===== src/rtl/audio_adc_i2s_rx.sv =====
// rtl/audio_adc_i2s_rx.sv - I2S master receiver for a slave-mode audio ADC
// Generates BCLK/LRCK from osc_clk, deserialises left/right words, hands pairs off with valid/ready.
module audio_adc_i2s_rx #(
    parameter int CLK_DIV = 8,
    parameter int DATA_W  = 16
) (
    input  logic              osc_clk,
    input  logic              reset_n,
    input  logic              enable,
    output logic              aud_bclk,
    output logic              aud_adclrck,
    input  logic              aud_adcdat,
    output logic [DATA_W-1:0] sample_left,
    output logic [DATA_W-1:0] sample_right,
    output logic              sample_valid,
    input  logic              sample_ready,
    output logic              overrun,
    input  logic              clr_overrun
);

    typedef enum logic [1:0] {IDLE, RUN, DRAIN} state_t;

    state_t            state_q, state_d;
    logic [7:0]        div_q, div_d;
    logic              bclk_q, bclk_d;
    logic [5:0]        slot_q, slot_d;
    logic [1:0]        sync_q, sync_d;
    logic [DATA_W-1:0] shl_q, shl_d, shr_q, shr_d;
    logic [DATA_W-1:0] left_q, left_d, right_q, right_d;
    logic              valid_q, valid_d, ovr_q, ovr_d;

    logic running, div_tc, fall, in_word, frame_done;

    // The falling BCLK edge and the last cycle of the high phase are the same osc_clk cycle.
    assign running    = (state_q != IDLE);
    assign div_tc     = (div_q == 8'(CLK_DIV - 1));
    assign fall       = running && div_tc && bclk_q;
    assign in_word    = (slot_q[4:0] != 5'd0) && ({1'b0, slot_q[4:0]} <= 6'(DATA_W));
    assign frame_done = fall && (slot_q == 6'(32 + DATA_W));

    always_ff @(posedge osc_clk or negedge reset_n) begin
        if (!reset_n) begin
            state_q <= IDLE;
        end else begin
            state_q <= state_d;
        end
    end

    always_comb begin
        state_d = state_q;
        unique case (state_q)
            IDLE:    if (enable) state_d = RUN;
            RUN:     if (!enable) state_d = DRAIN;
            DRAIN: begin
                if (enable) begin
                    state_d = RUN;
                end else if (fall && (slot_q == 6'd63)) begin
                    state_d = IDLE;
                end
            end
            default: state_d = IDLE;
        endcase
    end

    always_comb begin
        div_d   = div_q;
        bclk_d  = bclk_q;
        slot_d  = slot_q;
        sync_d  = {sync_q[0], aud_adcdat};
        shl_d   = shl_q;
        shr_d   = shr_q;
        left_d  = left_q;
        right_d = right_q;
        valid_d = valid_q;
        ovr_d   = ovr_q;

        if (!running) begin
            div_d  = 8'd0;
            bclk_d = 1'b0;
            slot_d = 6'd0;
        end else begin
            if (div_tc) begin
                div_d  = 8'd0;
                bclk_d = !bclk_q;
            end else begin
                div_d = div_q + 8'd1;
            end
            if (fall) begin
                slot_d = slot_q + 6'd1;
            end
        end

        if (fall && in_word) begin
            if (slot_q[5]) begin
                shr_d = {shr_q[DATA_W-2:0], sync_q[1]};
            end else begin
                shl_d = {shl_q[DATA_W-2:0], sync_q[1]};
            end
        end

        if (clr_overrun) begin
            ovr_d = 1'b0;
        end
        // The completing frame's right LSB is still in flight, so load from shr_d.
        if (frame_done) begin
            if (!valid_q || sample_ready) begin
                left_d  = shl_q;
                right_d = shr_d;
                valid_d = 1'b1;
            end else begin
                ovr_d = 1'b1;
            end
        end else if (valid_q && sample_ready) begin
            valid_d = 1'b0;
        end
    end

    always_ff @(posedge osc_clk or negedge reset_n) begin
        if (!reset_n) begin
            div_q   <= '0;
            bclk_q  <= 1'b0;
            slot_q  <= '0;
            sync_q  <= '0;
            shl_q   <= '0;
            shr_q   <= '0;
            left_q  <= '0;
            right_q <= '0;
            valid_q <= 1'b0;
            ovr_q   <= 1'b0;
        end else begin
            div_q   <= div_d;
            bclk_q  <= bclk_d;
            slot_q  <= slot_d;
            sync_q  <= sync_d;
            shl_q   <= shl_d;
            shr_q   <= shr_d;
            left_q  <= left_d;
            right_q <= right_d;
            valid_q <= valid_d;
            ovr_q   <= ovr_d;
        end
    end

    assign aud_bclk     = bclk_q;
    assign aud_adclrck  = slot_q[5];
    assign sample_left  = left_q;
    assign sample_right = right_q;
    assign sample_valid = valid_q;
    assign overrun      = ovr_q;

endmodule

===== config.mk =====
export PLATFORM = sky130hd
export DESIGN_NAME = audio_adc_i2s_rx
export DESIGN_NICKNAME = d
export VERILOG_FILES = /design/src/rtl/audio_adc_i2s_rx.sv
export SDC_FILE = /design/constraint.sdc
export NUM_CORES = 1
export LEC_CHECK = 0
export CORE_ASPECT_RATIO = 0.5
export CORE_MARGIN = 2
export CORE_UTILIZATION = 50
export DETAILED_ROUTE_END_ITERATION = 12
export GPL_TIMING_DRIVEN = 0
export HOLD_SLACK_MARGIN = 0.02
export PLACE_DENSITY = 0.73
export SETUP_SLACK_MARGIN = 0.02
export SYNTH_ARGS = -nofsm -noshare
export SYNTH_HDL_FRONTEND = slang
export SYNTH_SLANG_ARGS = --single-unit

===== constraint.sdc =====
create_clock -name osc_clk -period 2.81 [get_ports osc_clk]
set_input_delay 0.281 -clock osc_clk [delete_from_list [all_inputs] [get_ports osc_clk]]
set_output_delay 0.281 -clock osc_clk [all_outputs]
set_load 0.005 [all_outputs]

After elaboration in Yosys (flattened, before gate mapping)
Index checks and enable logic that the tools add are counted.
- register bits: 85
- bits in latches: 0
- bits in writable memories: 0
- ROM bits: 0
- input port bits: 6
- output and inout port bits: 36
- memories kept: 0
- add/sub/neg operators: 2
- multiply operators: 0
- div/mod/pow operators: 0
- order comparisons: 1
- equal/unequal tests: 11
- shift-type cells: 0
- multiplexer cells: 19
- bitwise gates (word level): 1
- reductions and logical operators: 18
- operator list (cell ; count):
    2-to-1 mux 16 bit ; 2
    2-to-1 mux 8 bit ; 2
    equality test 6 bit, second input constant ; 2
    2-to-1 mux 6 bit ; 2
    adder 8 x 1 -> 8 bit, second input constant ; 1
    equality test 8 x 3 -> 1 bit, second input constant ; 1
    2-to-1 mux 1 bit ; 8
    2-to-1 mux 2 bit ; 4
    logical AND 1 bit ; 7
    adder 6 x 1 -> 6 bit, second input constant ; 1
    != test 2 x 1 -> 1 bit, second input constant ; 3
    one-hot mux 2 bit (3 select lines) ; 1
    AND reduction 2 bit ; 3
    <= comparator 5 bit, second input constant ; 1
    nonzero test 5 bit ; 1
    != test 2 bit, second input constant ; 2
    nonzero test 2 bit ; 2
    != test 3 bit, second input constant ; 1
    AND reduction 3 bit ; 1
    equality test 2 x 1 -> 1 bit, second input constant ; 1
    equality test 2 bit, second input constant ; 1
    logical NOT 1 bit ; 2
    logical NOT 2 bit ; 1
    logical OR 1 bit ; 1
    inverter 1 bit ; 1

Logic depth before layout (Yosys ltp)
Gate-level depths: netlist of the first run.
- depth after elaboration: 7
- gate-level depth with buffers: 7
- mapped depth without buffers: 6

Least setup slack after synthesis of the first run
OpenSTA, ideal clock, no wires.
- kind: register to register
- start: register slot_q[0]
- end: register shl_q[10]
- data arrival time: 1814 ps
- required time: 2685 ps
- path slack: 871 ps
- cell stages (with the launch flop): 8
- buffers on the path: 1
- period minus slack after synthesis: 1939 ps
- cell sequence: dfrtp_1 inv_1 ha_1 nor3b_1 xor2_1 nor3_4 buf_8 mux2_2
- longest elaborated chain between the ends: 4
- elaborated cells between the ends (all ways): 5
- classes of those cells: 1 x order compare; 4 x reduce/logical
- RTL lines (what ; RTL line ; source):
    from (decl) ; 26 ; logic [5:0] slot_q, slot_d;
    from (signal assigned) ; 133 ; slot_q <= slot_d;
    <= comparator 5 bit or nonzero test 5 bit (tied branches) ; 38 ; assign in_word = (slot_q[4:0] != 5'd0) && ({1'b0, slot_q[4:0]} <= 6'(DATA_W));
    logical AND 1 bit * ; 38 ;
    logical AND 1 bit * ; 93 ; if (fall && in_word) begin
    AND reduction 2 bit (no source line) * ; n/a ;
    to (signal assigned) ; 135 ; shl_q <= shl_d;
    to (decl) ; 28 ; logic [DATA_W-1:0] shl_q, shl_d, shr_q, shr_d;
Mark *: on every way between the ends. The rest lies on a longest branch, timed or not.
A chain may end at the register's enable or synchronous reset.

Worst setup path after layout of the first run
- start: register slot_q[0]
- end: register shl_q[7]
Same word-level chain as after synthesis.

==> results of run 1 <==
[layout make-up]
class | instances | area, µm² | share of cell area (%)
flip-flops and latches | 84 | 2100 | 49.0
clock buffers | 10 | 229 | 5.34
well taps | 92 | 115 | 2.68
multi-input cells | 164 | 1240 | 29.0
plain buffers | 11 | 71.3 | 1.66
clock inverters | 5 | 62.6 | 1.46
inverters | 5 | 18.8 | 0.438
repair buffers | 43 | 445 | 10.4
[stage by stage]
stage / utilization, % / power (mW) / area, µm² / hold WS (ns) / worst slack (ns)
after CTS: 64.2 / 2.48 / 4290 / 0.357 / 0.571
after detailed placement: 59.7 / 1.35 / 3990 / 0.172 / 0.612
after floorplan: - / 1.30 / 3440 / -0.0146 / 0.871
after global routing: 64.2 / 2.55 / 4290 / 0.363 / 0.367
final: 64.2 / 2.46 / 4290 / 0.362 / 0.592
after global placement: 59.4 / 1.34 / 3960 / 0.335 / -1.34
[flip-flops by register name, summed over array words and instances (netlist names)]
signal,cells
state_q,2
slot_q,6
sync_q,2
shr_q,15
overrun,1
sample_left,16
sample_right,16
shl_q,16
div_q,8
sample_valid,1
aud_bclk,1
[critical path, stage by stage (launching register included)]
cell and delay (ns):
dfrtp_1 0.41, inv_1 0.11, ha_1 0.17, nor3b_1 0.26, xor2_1 0.18, nor3_4 0.43, buf_8 0.20, mux2_2 0.34
[routing by layer]
metal	wire, µm	track usage [%]	up-vias	share of wire (%)
met3	183	4.84	6	2.9
met5	0	0	-	0
met4	59	4.31	0	0.95
li1	-	-	1025	-
met1	2870	23.7	1089	46
met2	3100	31.1	29	50
[cells in the final DEF (no fill, tap or decap), types with 3 or more instances in the layout]
| cell type | netlist | final |
|---|---|---|
| clkbuf_16 | 0 | 9 |
| mux2_2 | 47 | 47 |
| clkbuf_1 | 7 | 8 |
| inv_1 | 5 | 5 |
| xor2_1 | 8 | 8 |
| nand4_1 | 3 | 3 |
| dfrtp_1 | 84 | 84 |
| nor2_1 | 15 | 15 |
| o21ai_0 | 32 | 32 |
| xnor2_1 | 4 | 4 |
| nand2_1 | 19 | 19 |
| nand3_1 | 5 | 5 |
| ha_1 | 3 | 3 |
| clkdlybuf4s50_1 | 0 | 40 |
[where the power goes]
part | leakage, nW | internal, mW | switching (mW)
clock | 0.135 | 0.688 | 0.452
combinational | 0.710 | 0.0324 | 0.0504
sequential | 1.16 | 1.23 | 0.0153
[cells by family (layout without fill, tap and decap cells)]
group,Yosys count,in the layout,share of synthesized area [%]
xor+xnor,12,12,3.06
compound gates,40,40,6.34
mux,48,48,15.7
fa+ha+maj,3,3,1.09
flops,84,84,61.2
buf+inv,16,74,2.62
simple gates,61,61,10.0
[worst max path at each step]
stage	startpoint	endpoint	depth (start not counted)
global route	slot_q[0]	sample_left[15]	7
global placement	reset_n	sample_left[9]	1
detailed placement	slot_q[0]	shl_q[7]	7
floorplan	slot_q[0]	shl_q[10]	7
CTS	div_q[0]	sample_left[15]	7
finish	slot_q[0]	shl_q[7]	7
==> flow_metrics.env, run 1 <==
export IMPL_status="finished, final reports clean"
export IMPL_post_route_min_period_ns=2.22
export IMPL_finalHoldViolCount=0
export IMPL_crit_path_end_kind="register"
export IMPL_cts_tree="built"
export IMPL_synth_edf_count=0
export IMPL_antennaDiodeCount=0
export IMPL_antenna_found_initial=0
export IMPL_worst_slew_pin_slew_ns=0.564
export IMPL_rows=21
export IMPL_dpl_hpwl_um=4220
export IMPL_postCtsSetupBuffers=0
export IMPL_syn_inst=264
export IMPL_vdd_ir_drop_max_v=0.000350
export IMPL_synth_nets=273
export IMPL_grt_ovfl_total=0
export IMPL_ys_top_cells_by_area="dfrtp_1 61%, mux2_2 15%, o21ai_0 4.7%"
export IMPL_cts_sinks=84
export IMPL_synth_most_common_cell="dfrtp_1"
export IMPL_final_max_slew_viol_count=0
export IMPL_fin_crit_sh_pct=78.9
export IMPL_dr_first_iter_drc_count=177
export IMPL_root_buffer="clkbuf_16"
export IMPL_critPathMaxFanout=10
export IMPL_synth_ff_type="dfrtp_1"
export IMPL_power_leakage_nw=2.01
export IMPL_path_clk_slew_ns=0.06
export IMPL_fillCellCount=531
export IMPL_placeableCoreArea_um2=6670
export IMPL_grt_pass1_wl_um=10900
export IMPL_min_from="sync_q[0]"
export IMPL_dieWidth_um=121
export IMPL_synthArstFlopShare_pct=100
export IMPL_relSlewSlack_pct=62.3
export IMPL_synth_top_cells_by_count="84 x dfrtp_1, 47 x mux2_2, 32 x o21ai_0, 19 x nand2_1, 15 x nor2_1"
export IMPL_hold_path_depth=0
export IMPL_r2r_start="slot_q[0]"
export IMPL_vias=2149
export IMPL_ant_nets=0
export IMPL_cp_start_kind="register"
export IMPL_fin_nets=327
export IMPL_arrival_ns=2.42
export IMPL_route_detailed_drc=0
export IMPL_fin_tns_setup_ns=0
export IMPL_cap_violations=0
export IMPL_syn_to_final_growth_pct=24.8
export IMPL_gp_congestion=0.779
export IMPL_drive_above_1_share_pct=23.6
export IMPL_ctsLongestPathBuffers=2
export IMPL_numCtsBuffers=9
export IMPL_first_global_vias=2312
export IMPL_yosys_area_top_type="dfrtp_1"
export IMPL_rsz0062_at_grt="no"
export IMPL_wl_um=6210
export IMPL_clk_insertion_delay_late_ns=0.33
export IMPL_reg2reg_to="shl_q[7]"
export IMPL_ctsHtreeMaxLevel=3
export IMPL_start_util_pct=51.5
export IMPL_ctsHoldBuffers=1
export IMPL_avgSynthCellArea_um2=13.0
export IMPL_r2r_setup_slack_ns=0.59
export IMPL_dp_cells=398
export IMPL_skew_ns=0.00520
export IMPL_avgViaCountPerCell=5.19
export IMPL_ys_seq_area_share_pct=61.2
export IMPL_worstSetupPathType="reg2reg"
export IMPL_synth_top_area_share_pct=61.2
export IMPL_grt_usage_pct=18.3
export IMPL_reg2regPathDepth=7
export IMPL_cts_resized=0
export IMPL_min_path_type="reg2reg"
export IMPL_final_cells=414
export IMPL_fmax_mhz=451
export IMPL_power_density_nw_per_um2=575
export IMPL_io_pins=42
export IMPL_die_h_um=62.6
export IMPL_grt_max_degree=69
export IMPL_ys_warn_count=0
export IMPL_holdPathEnd="sync_q[1]"
export IMPL_port_buffer_count=41
export IMPL_synth_cell_types=39
export IMPL_drt_wirelength_per_cell_um=15.0
export IMPL_synth_area_um2=3440
export IMPL_ys_ff_latch=84
export IMPL_dieArea_um2=7590
export IMPL_required_ns=3.01
export IMPL_drtPass1Iterations=4
export IMPL_setup_viol=0
No activity file was read; power rests on OpenSTA's default activity.
==> inputs of run 2 (changes only) <==
==> constraint.sdc (replaced) <==
create_clock -name osc_clk -period 2.2 [get_ports osc_clk]
set_input_delay 0.22 -clock osc_clk [delete_from_list [all_inputs] [get_ports osc_clk]]
set_output_delay 0.22 -clock osc_clk [all_outputs]
set_load 0.005 [all_outputs]
==> run 2 against run 1 <==
Worst setup slack worse by 0.42 ns. Clock power is 27% higher. First-iteration DRC count up 3.4%. Flip-flop and latch count unchanged. Register-to-register slack got worse by 0.42 ns. Sequential share of layout area shrank 0.72 points. Worst hold slack lost 0.051 ns. Critical path type unchanged. Largest cell class unchanged. Largest power group unchanged. Highest routed layer unchanged.
==> flow_metrics.env, run 2 (same netlist as run 1, synthesis figures left out) <==
export IMPL_status="finished, final reports clean"
export IMPL_dieArea_um2=7590
export IMPL_ctsHtreeMaxLevel=3
export IMPL_vias=2166
export IMPL_fin_nets=332
export IMPL_antennaDiodeCount=0
export IMPL_finalHoldViolCount=0
export IMPL_critPathMaxFanout=10
export IMPL_power_density_nw_per_um2=722
export IMPL_port_buffer_count=41
export IMPL_antenna_found_initial=0
export IMPL_vdd_ir_drop_max_v=0.000429
export IMPL_grt_busiest_layer="met2"
export IMPL_cts_tree="built"
export IMPL_drive_above_1_share_pct=25.4
export IMPL_ctsLongestPathBuffers=2
export IMPL_numCtsBuffers=9
export IMPL_gr_usage_met2_pct=31.3
export IMPL_worst_slew_pin_slew_ns=0.550
export IMPL_mostFrequentLayoutCells="84 x dfrtp_1, 47 x mux2_2, 40 x clkdlybuf4s50_1"
export IMPL_dp_slack_ns=0.00215
export IMPL_grt_ovfl_total=0
export IMPL_cts_sinks=84
export IMPL_worstSetupStartpoint="slot_q[0]"
export IMPL_wl_um=6200
export IMPL_avgViaCountPerCell=5.17
export IMPL_rsz0062_at_grt="yes"
export IMPL_post_route_min_period_ns=2.02
export IMPL_grt_use_met3_pct=4.84
export IMPL_drt_wirelength_per_cell_um=14.8
export IMPL_dieWidth_um=121
export IMPL_cap_violations=0
export IMPL_relSlewSlack_pct=63.2
export IMPL_p_int_mw=2.49
export IMPL_path_clk_slew_ns=0.06
export IMPL_root_buffer="clkbuf_16"
export IMPL_crit_family="simple AND/OR/NAND/NOR gates"
export IMPL_fin_crit_sh_pct=92.0
export IMPL_r2r_start="slot_q[0]"
export IMPL_switching_share_pct=20.9
export IMPL_final_common_cell="dfrtp_1"
export IMPL_gr_usage_met1_pct=23.8
export IMPL_fin_tns_setup_ns=0
export IMPL_die_h_um=62.6
export IMPL_syn_to_final_growth_pct=26.7
export IMPL_drtPass1Iterations=5
export IMPL_path_cells="inv_1 > ha_1 > nor4bb_2 > nand4_4 > nor2_4 > buf_6 > mux2_2"
export IMPL_gp_congestion=0.779
export IMPL_arrival_ns=2.23
export IMPL_switching_power_mw=0.655
export IMPL_clk_insertion_delay_late_ns=0.32
export IMPL_critPathBufInv=2
export IMPL_power_leakage_nw=2.03
export IMPL_grt_pass1_wl_um=11000
export IMPL_route_detailed_drc=0
export IMPL_start_util_pct=51.5
export IMPL_io_pins=42
export IMPL_dpl_hpwl_um=4220
export IMPL_fmax_mhz=494
export IMPL_crit_path_end_kind="register"
export IMPL_ant_nets=0
export IMPL_final_max_slew_viol_count=0
export IMPL_min_path_type="in2async"
export IMPL_dr_first_iter_drc_count=183
export IMPL_grt_max_degree=69
export IMPL_seqPwrFrac_pct=50.5
export IMPL_worst_slack_ns=0.177
export IMPL_setup_viol=0
export IMPL_critPathMaxStageDelay_ns=0.41
export IMPL_rows=21
export IMPL_worstSetupPathType="reg2reg"
export IMPL_finish_instance_area_um2=4350
export IMPL_final_util_pct=65.2
export IMPL_grt_usage_pct=18.4
export IMPL_required_ns=2.40
export IMPL_first_global_vias=2322
export IMPL_power_share_clock_pct=46.1
export IMPL_cpMaxStageDelayCell="dfrtp_1"
export IMPL_placeableCoreArea_um2=6670
export IMPL_place_area_um2=3990
export IMPL_skew_ns=0.00542
export IMPL_cp_start_kind="register"
export IMPL_combPwrFrac_pct=3.4
[run 2: final timing paths]
kind | depth (start not counted) | end | slack [ns]
min in group osc_clk | 1 | sync_q[0] | 0.33
max reg2reg | 7 | sample_left[15] | 0.18
min | 2 | sample_right[8] | 0.31
min reg2reg | 0 | sync_q[1] | 0.36
max | 7 | sample_left[15] | 0.18
max in group asynchronous | 3 | sample_left[14] | 1.30
[run 2: power by group through the flow]
stage	Combinational (mW)	Clock, mW	Sequential [mW]
final	0.107	1.45	1.59
after detailed placement	0.107	0	1.61
after floorplan	0.0488	0	1.61
after CTS	0.108	1.48	1.58
after global placement	0.0968	0	1.61
after global routing	0.127	1.55	1.59
[run 2: worst reg2reg max path: stages, from the launching register on]
cell	delay, ns
dfrtp_1	0.41
inv_1	0.10
ha_1	0.17
nor4bb_2	0.31
nand4_4	0.22
nor2_4	0.18
buf_6	0.17
mux2_2	0.35
[run 2: repair_timing]
item                                    CTS  global route
pin swaps                                 2             3
buffers inserted                          2             3
endpoints found under the hold margin    16             0
gates resized for setup                   1             3
endpoints found under the setup margin   30            37
hold buffers                              1             0
[run 2: through the flow]
| stage | instances | hold WS, ns | power [mW] |
|---|---|---|---|
| floorplan | 264 | -0.0756 | 1.66 |
| global placement | 397 | 0.335 | 1.71 |
| detailed placement | 398 | 0.111 | 1.72 |
| CTS | 416 | 0.307 | 3.17 |
| global route | 419 | 0.324 | 3.26 |
| finish | 419 | 0.311 | 3.14 |
[run 2: cell type report]
class | instances | area, µm²
Buffer | 11 | 71.3
Clock buffer | 10 | 229
Clock inverter | 5 | 62.6
Fill cell | 533 | 2320
Inverter | 5 | 18.8
Multi-Input combinational cell | 164 | 1270
Sequential cell | 84 | 2100
Tap cell | 92 | 115
Timing Repair Buffer | 48 | 483
[run 2: routing by layer]
metal	share of wire [%]	routed length, µm	vias up
li1	-	-	1038
met1	46	2870	1097
met2	50	3130	27
met3	2.6	161	4
met4	0.65	40	0
met5	0	0	-
